### config.mk
export PLATFORM = sky130hd
export DESIGN_NAME = mem_ctrl
export DESIGN_NICKNAME = d
export VERILOG_FILES = /design/src/rtl/mem_ctrl.sv
export SDC_FILE = /design/constraint.sdc
export NUM_CORES = 1
export LEC_CHECK = 0
export ABC_AREA = 0
export BUFFER_PORTS_ARGS = -buffer_cell sky130_fd_sc_hd__buf_2
export CAP_MARGIN = 15
export CORE_ASPECT_RATIO = 0.75
export CORE_MARGIN = 8
export CORE_UTILIZATION = 50
export DETAILED_ROUTE_END_ITERATION = 8
export GPL_TIMING_DRIVEN = 0
export PLACE_DENSITY_LB_ADDON = 0.08
export RECOVER_POWER = 100
export SYNTH_ARGS = -nofsm -noshare
export SYNTH_HDL_FRONTEND = slang
export SYNTH_SLANG_ARGS = --single-unit
### constraint.sdc
create_clock -name clk -period 4.15 [get_ports clk]
set_clock_uncertainty 0.2 [all_clocks]
set_input_delay 0.415 -clock clk [delete_from_list [all_inputs] [get_ports clk]]
set_output_delay 0.415 -clock clk [all_outputs]
set_load 0.01 [all_outputs]
### src/rtl/mem_ctrl.sv
// mem_ctrl: byte-serial RAM controller shared by the fetcher and the SLB.
// Define MEMCTRL_IO_BUF_FULL_EN to hold IO stores while the IO buffer is full.
module mem_ctrl #(
  parameter int ADDR_W = 32
) (
  input  logic              clk,
  input  logic              rst,
  input  logic              rdy,
`ifdef MEMCTRL_IO_BUF_FULL_EN
  input  logic              in_io_buffer_full,
`endif
  input  logic              in_fetcher_get_instr,
  input  logic [ADDR_W-1:0] in_fetcher_pc,
  output logic              out_fetcher_get_instr,
  output logic [31:0]       out_fetcher_instr,
  input  logic              in_slb_load,
  input  logic              in_slb_store,
  input  logic [ADDR_W-1:0] in_slb_addr,
  input  logic [1:0]        in_slb_size,
  input  logic [31:0]       in_slb_data,
  output logic              out_slb_done,
  output logic [31:0]       out_slb_data,
  input  logic              in_misbranch,
  input  logic [7:0]        in_ram_data,
  output logic [ADDR_W-1:0] out_ram_a,
  output logic [7:0]        out_ram_dout,
  output logic              out_ram_wr
);

  typedef enum logic [1:0] {IDLE, READ, WRITE} state_t;

  state_t            state, state_n;
  logic              pend_f, pend_f_n;
  logic [ADDR_W-1:0] pf_addr, pf_addr_n;
  logic              pend_s, pend_s_n;
  logic              ps_wr, ps_wr_n;
  logic [ADDR_W-1:0] ps_addr, ps_addr_n;
  logic [1:0]        ps_size, ps_size_n;
  logic [31:0]       ps_data, ps_data_n;
  logic              own_s, own_s_n;
  logic [ADDR_W-1:0] base, base_n;
  logic [2:0]        cnt, cnt_n;
  logic [2:0]        num, num_n;
  logic [31:0]       wdata, wdata_n;
  logic [31:0]       res, res_n;
  logic [ADDR_W-1:0] ram_a_n;
  logic [7:0]        ram_dout_n;
  logic              ram_wr_n;
  logic              f_done_n, s_done_n;
  logic [31:0]       f_instr_n, s_data_n;
  logic              s_req, f_req, hold_s;
  logic [1:0]        cm1;
  logic [2:0]        cp1;

  assign cm1   = 2'(cnt - 3'd1);
  assign cp1   = cnt + 3'd1;
  assign s_req = in_slb_store | (in_slb_load & ~in_misbranch);
  assign f_req = in_fetcher_get_instr & ~in_misbranch;

  function automatic logic [2:0] size_to_num(input logic [1:0] s);
    logic [2:0] n;
    unique case (1'b1)
      s == 2'b00: n = 3'd1;
      s == 2'b01: n = 3'd2;
      default:    n = 3'd4;
    endcase
    return n;
  endfunction

  always_comb begin
    state_n    = state;
    pend_f_n   = pend_f;
    pf_addr_n  = pf_addr;
    pend_s_n   = pend_s;
    ps_wr_n    = ps_wr;
    ps_addr_n  = ps_addr;
    ps_size_n  = ps_size;
    ps_data_n  = ps_data;
    own_s_n    = own_s;
    base_n     = base;
    cnt_n      = cnt;
    num_n      = num;
    wdata_n    = wdata;
    res_n      = res;
    ram_a_n    = out_ram_a;
    ram_dout_n = out_ram_dout;
    ram_wr_n   = out_ram_wr;
    f_done_n   = 1'b0;
    s_done_n   = 1'b0;
    f_instr_n  = out_fetcher_instr;
    s_data_n   = out_slb_data;
    hold_s     = 1'b0;

    // A flush drops speculative reads; a pending store survives it.
    if (in_misbranch) begin
      pend_f_n = 1'b0;
      if (!ps_wr) pend_s_n = 1'b0;
    end
    if (s_req) begin
      pend_s_n  = 1'b1;
      ps_wr_n   = in_slb_store;
      ps_addr_n = in_slb_addr;
      ps_size_n = in_slb_size;
      ps_data_n = in_slb_data;
    end
    if (f_req) begin
      pend_f_n  = 1'b1;
      pf_addr_n = in_fetcher_pc;
    end

`ifdef MEMCTRL_IO_BUF_FULL_EN
    hold_s = in_io_buffer_full && ps_wr_n &&
             (ps_addr_n == ADDR_W'(32'h30000) ||
              ps_addr_n == ADDR_W'(32'h30004));
`endif

    unique case (state)
      IDLE: begin
        if (pend_s_n && !hold_s) begin
          pend_s_n = 1'b0;
          own_s_n  = 1'b1;
          base_n   = ps_addr_n;
          num_n    = size_to_num(ps_size_n);
          cnt_n    = 3'd0;
          res_n    = 32'd0;
          ram_a_n  = ps_addr_n;
          if (ps_wr_n) begin
            state_n    = WRITE;
            wdata_n    = ps_data_n;
            ram_dout_n = ps_data_n[7:0];
            ram_wr_n   = 1'b1;
          end else begin
            state_n  = READ;
            ram_wr_n = 1'b0;
          end
        end else if (pend_f_n && !pend_s_n) begin
          pend_f_n = 1'b0;
          own_s_n  = 1'b0;
          base_n   = pf_addr_n;
          num_n    = 3'd4;
          cnt_n    = 3'd0;
          res_n    = 32'd0;
          ram_a_n  = pf_addr_n;
          ram_wr_n = 1'b0;
          state_n  = READ;
        end
      end
      READ: begin
        if (in_misbranch) begin
          state_n = IDLE;
        end else begin
          // RAM returns the byte addressed in the previous cycle.
          if (cnt != 3'd0)
            res_n = res | ({24'd0, in_ram_data} << {cm1, 3'b000});
          if (cnt == num) begin
            state_n = IDLE;
            if (own_s) begin
              s_done_n = 1'b1;
              s_data_n = res_n;
            end else begin
              f_done_n  = 1'b1;
              f_instr_n = res_n;
            end
          end else begin
            cnt_n = cp1;
            if (cp1 != num) ram_a_n = base + ADDR_W'(cp1);
          end
        end
      end
      WRITE: begin
        if (cp1 == num) begin
          state_n  = IDLE;
          ram_wr_n = 1'b0;
          s_done_n = 1'b1;
        end else begin
          cnt_n      = cp1;
          ram_a_n    = base + ADDR_W'(cp1);
          ram_dout_n = 8'(wdata >> {cp1[1:0], 3'b000});
        end
      end
      default: state_n = IDLE;
    endcase
  end

  always_ff @(posedge clk) begin
    if (rst) begin
      state                 <= IDLE;
      pend_f                <= 1'b0;
      pf_addr               <= '0;
      pend_s                <= 1'b0;
      ps_wr                 <= 1'b0;
      ps_addr               <= '0;
      ps_size               <= 2'd0;
      ps_data               <= 32'd0;
      own_s                 <= 1'b0;
      base                  <= '0;
      cnt                   <= 3'd0;
      num                   <= 3'd0;
      wdata                 <= 32'd0;
      res                   <= 32'd0;
      out_ram_a             <= '0;
      out_ram_dout          <= 8'd0;
      out_ram_wr            <= 1'b0;
      out_fetcher_get_instr <= 1'b0;
      out_fetcher_instr     <= 32'd0;
      out_slb_done          <= 1'b0;
      out_slb_data          <= 32'd0;
    end else if (rdy) begin
      state                 <= state_n;
      pend_f                <= pend_f_n;
      pf_addr               <= pf_addr_n;
      pend_s                <= pend_s_n;
      ps_wr                 <= ps_wr_n;
      ps_addr               <= ps_addr_n;
      ps_size               <= ps_size_n;
      ps_data               <= ps_data_n;
      own_s                 <= own_s_n;
      base                  <= base_n;
      cnt                   <= cnt_n;
      num                   <= num_n;
      wdata                 <= wdata_n;
      res                   <= res_n;
      out_ram_a             <= ram_a_n;
      out_ram_dout          <= ram_dout_n;
      out_ram_wr            <= ram_wr_n;
      out_fetcher_get_instr <= f_done_n;
      out_fetcher_instr     <= f_instr_n;
      out_slb_done          <= s_done_n;
      out_slb_data          <= s_data_n;
    end else begin
      // Stalled: everything holds, but done pulses must not repeat.
      out_fetcher_get_instr <= 1'b0;
      out_slb_done          <= 1'b0;
    end
  end

endmodule

==> results_dict.tcl <==
set metrics [dict create \
    die_w_um 206.8 \
    avgRoutedWirePerCell_um 20.79 \
    drc 0 \
    arrival_ns 4.32 \
    placed_area_um2 15180 \
    crit_path_top_delay_cell "or4_1" \
    status "complete, no violations" \
    ys_warn_count 0 \
    ant_nets 0 \
    synth_edf_count 0 \
    max_freq_ghz 0.2484 \
    cts-root-buf "clkbuf_16" \
    totalWireLength_um 46660 \
    synthTopCellsByCount "313 x dfxtp_1, 215 x nand2_1, 176 x nor2_1, 141 x a211oi_1, 132 x a21oi_1" \
    grt.total_usage 0.2697 \
    firstDrtPassIters 6 \
    crit_family "simple AND/OR/NAND/NOR gates" \
    clockBufferDepth 3 \
    ff_latch_area_um2 6266 \
    port_buffers 218 \
    final.setup.worst_slack_ns 0.1239 \
    power_w 0.007679 \
    syn_area_um2 13650 \
    synth_top_area_share 0.4592 \
    max_cap_violations 0 \
    yosys.cell_count.top_type "dfxtp_1" \
    worst_slew_pin_slew_ns 1.117 \
    viasPerCell 5.857 \
    instances_no_fill 2244 \
    r2r_setup_slack_ns 0.12 \
    slew_violations 0 \
    cp_data_required_time_ns 4.45 \
    fill_cells 2458 \
    post-route-util 0.6207 \
    netlist_top_cells_area "dfxtp_1 46%, mux2i_1 8.7%, a211oi_1 7.8%" \
    setup_viol 0 \
    place_congestion 0.9290 \
    worst_setup_path_end_kind "flop" \
    clkLatencyLatePin_ns 0.56 \
    cts_made_buffers 30 \
    layout-drive-gt1-share 0.1025 \
    io_pins 220 \
    peakVddDrop_mv 0.3434 \
    cpMostUsedCell "inv_1" \
    clkTransAtPathRegs_ns 0.07 \
    htree_levels 1 \
    first_global_vias 12360 \
    synth_flop_cell "dfxtp_1" \
    fp.dieArea_um2 32890 \
    synthCells 1573 \
    die-height_um 159.1 \
    async_flop_share 0 \
    ys_types 61 \
    cp_num_buf_inv 6 \
    placed_cells 2142 \
    p_leak_nw 6.190 \
    rsz0062_at_grt "no" \
    coreArea_um2 26940 \
    hold_path_class "input pin to flop" \
    initial_core_util 0.5066 \
    antenna_found_initial 0 \
    hpwl_um 34420 \
    place_ws_ns -0.9497 \
    period_share 0.9701 \
    grt_first_pass_wirelength_um 70750 \
    timing_worst_setup_path_type "flop to flop" \
    grt_max_degree 16 \
    rows 52 \
    cts_tree "yes" \
    diodes 0 \
    startpoint_type "flop" \
    cts_num_sinks 313 \
    p_per_area_nw_per_um2 459.3 \
    avgSynthCellArea_um2 8.676 \
    globalRoute.totalOverflow 0 \
    max-slew-margin-rel 0.2499 \
    crit_chain "buf_6 -> clkbuf_8 -> inv_1 -> ha_4 -> buf_8 -> inv_1 -> fa_1 -> and2b_4 -> o211ai_1 -> or4_1 -> buf_2 -> or3_1 -> a311o_1 -> nand2_1" \
    multi_input_area_um2 6810 \
    syn_to_final_growth_pct 22.52 \
    via_count 13140 \
    final_nets 1992 \
    syn_nets 1696 \
    cp_max_fo 10 \
    drt_iter0_drc 1365 \
    max_stage_delay_ns 0.53 \
    timing.final.crit_period_ns 4.026 \
    stdcell_area_um2 16720 \
    ys_seq_area_frac 0.4592 \
    synth.largest_area_cell "dfxtp_1" \
    synth_seq_cells 313 \
    hold_viol 0 \
]
[flip-flops by register name, indices dropped and copies added, names as in the netlist]
register,count
base,32
out_fetcher_instr,32
out_ram_a,32
out_slb_data,32
pf_addr,32
ps_addr,32
ps_data,32
res,32
wdata,32
out_ram_dout,8
cnt,3
num,3
ps_size,2
state,2
out_fetcher_get_instr,1
out_ram_wr,1
out_slb_done,1
own_s,1
pend_f,1
pend_s,1
ps_wr,1
[layout make-up]
type / count / share of cell area
multi-input combinational: 1114 / 0.4073
sequential: 313 / 0.3748
timing repair buffer: 264 / 0.08396
clock buffer: 41 / 0.05463
buffer: 127 / 0.03195
tap: 351 / 0.02627
clock inverter: 15 / 0.01684
inverter: 19 / 0.004266
[what timing repair did]
| item | CTS | global route |
|---|---|---|
| endpoints found under the setup margin | 30 | 3 |
| hold endpoints to repair | 42 | 0 |
| buffers inserted | 0 | 4 |
| gates resized for setup | 10 | 3 |
| hold buffers | 42 | 0 |
| pin swaps | 0 | 2 |
[cell families after synthesis]
logic type / synth area share
DFF: 0.4592
buffers and inverters: 0.04318
muxes: 0.1031
and+or+nand+nor: 0.1549
adders and majority gates: 0.009719
AOI/OAI and AO/OA: 0.2111
xor gates and xnor gates: 0.01898
[final timing paths]
path                                           startpoint                          to  depth (start not counted)
worst min register to register  out_ram_a[6]$_SDFFE_PP0P_   out_ram_a[6]$_SDFFE_PP0P_                          2
worst max-delay path                  cnt[0]$_SDFFE_PP0P_  out_ram_a[26]$_SDFFE_PP0P_                         14
worst max register to register        cnt[0]$_SDFFE_PP0P_  out_ram_a[26]$_SDFFE_PP0P_                         14
worst min-delay path                      in_slb_data[26]      wdata[26]$_SDFFE_PP0P_                          3
[placed cells by master, fill, tap and decap left out, types with 3 or more instances in the layout]
cell and n:
clkbuf_4 3, a21o_1 5, xnor2_1 15, nand4_1 8, nor2_1 176, nand2b_1 3
nand2_1 215, xor2_1 12, clkbuf_8 11, nor3_1 18, a21oi_1 132, or3_1 5
nand3_1 35, inv_1 18, o21a_1 4, buf_4 6, a211oi_1 141, clkbuf_16 31
o211ai_1 12, dlygate4sd3_1 42, o2bb2ai_1 31, buf_2 110, o2111ai_1 3, mux2i_1 118
mux4_2 8, dfxtp_1 313, o21ai_0 46, nor4_1 5, a31oi_1 34, o22ai_1 10
nor2b_1 12, o21ai_1 8, and3_1 11, clkinv_2 5, a22oi_1 5, ha_1 8
clkbuf_1 224, bufinv_16 8
[per-stage QoR]
| stage | TNS [ns] | hold WS, ns |
|---|---|---|
| floorplan | 0 | 0.2318 |
| global placement | -4.850 | 0.2373 |
| detailed placement | -5.876 | 0.2422 |
| CTS | 0 | 0.006813 |
| global route | 0 | 0.03977 |
| finish | 0 | 0.01664 |
[power breakdown]
group | switching, W | total, W | internal [W]
combinational | 0.000741 | 0.00115 | 0.000406
clock | 0.00121 | 0.00325 | 0.00203
sequential | 0.000113 | 0.00329 | 0.00317
total | 0.00207 | 0.00768 | 0.00561
[worst reg2reg max path: cells and delay by family, from the launching register on]
kind	cells	cell delay, ns
buffers and inverters	6	0.89
AND/OR/NAND/NOR	4	1.22
flip-flops	1	0.36
AO/OA/AOI/OAI	2	0.55
adder cells (fa/ha/maj)	2	0.75
[layer usage]
metal	vias up	wire [um]	global-route usage	part of all wire
met4	0	1114	0.06840	0.024
li1	6226	-	-	-
met5	-	0	0	0
met1	6226	21140	0.3890	0.45
met3	81	5105	0.07971	0.11
met2	611	19300	0.3861	0.41
Power figures use the tool's default switching activity.
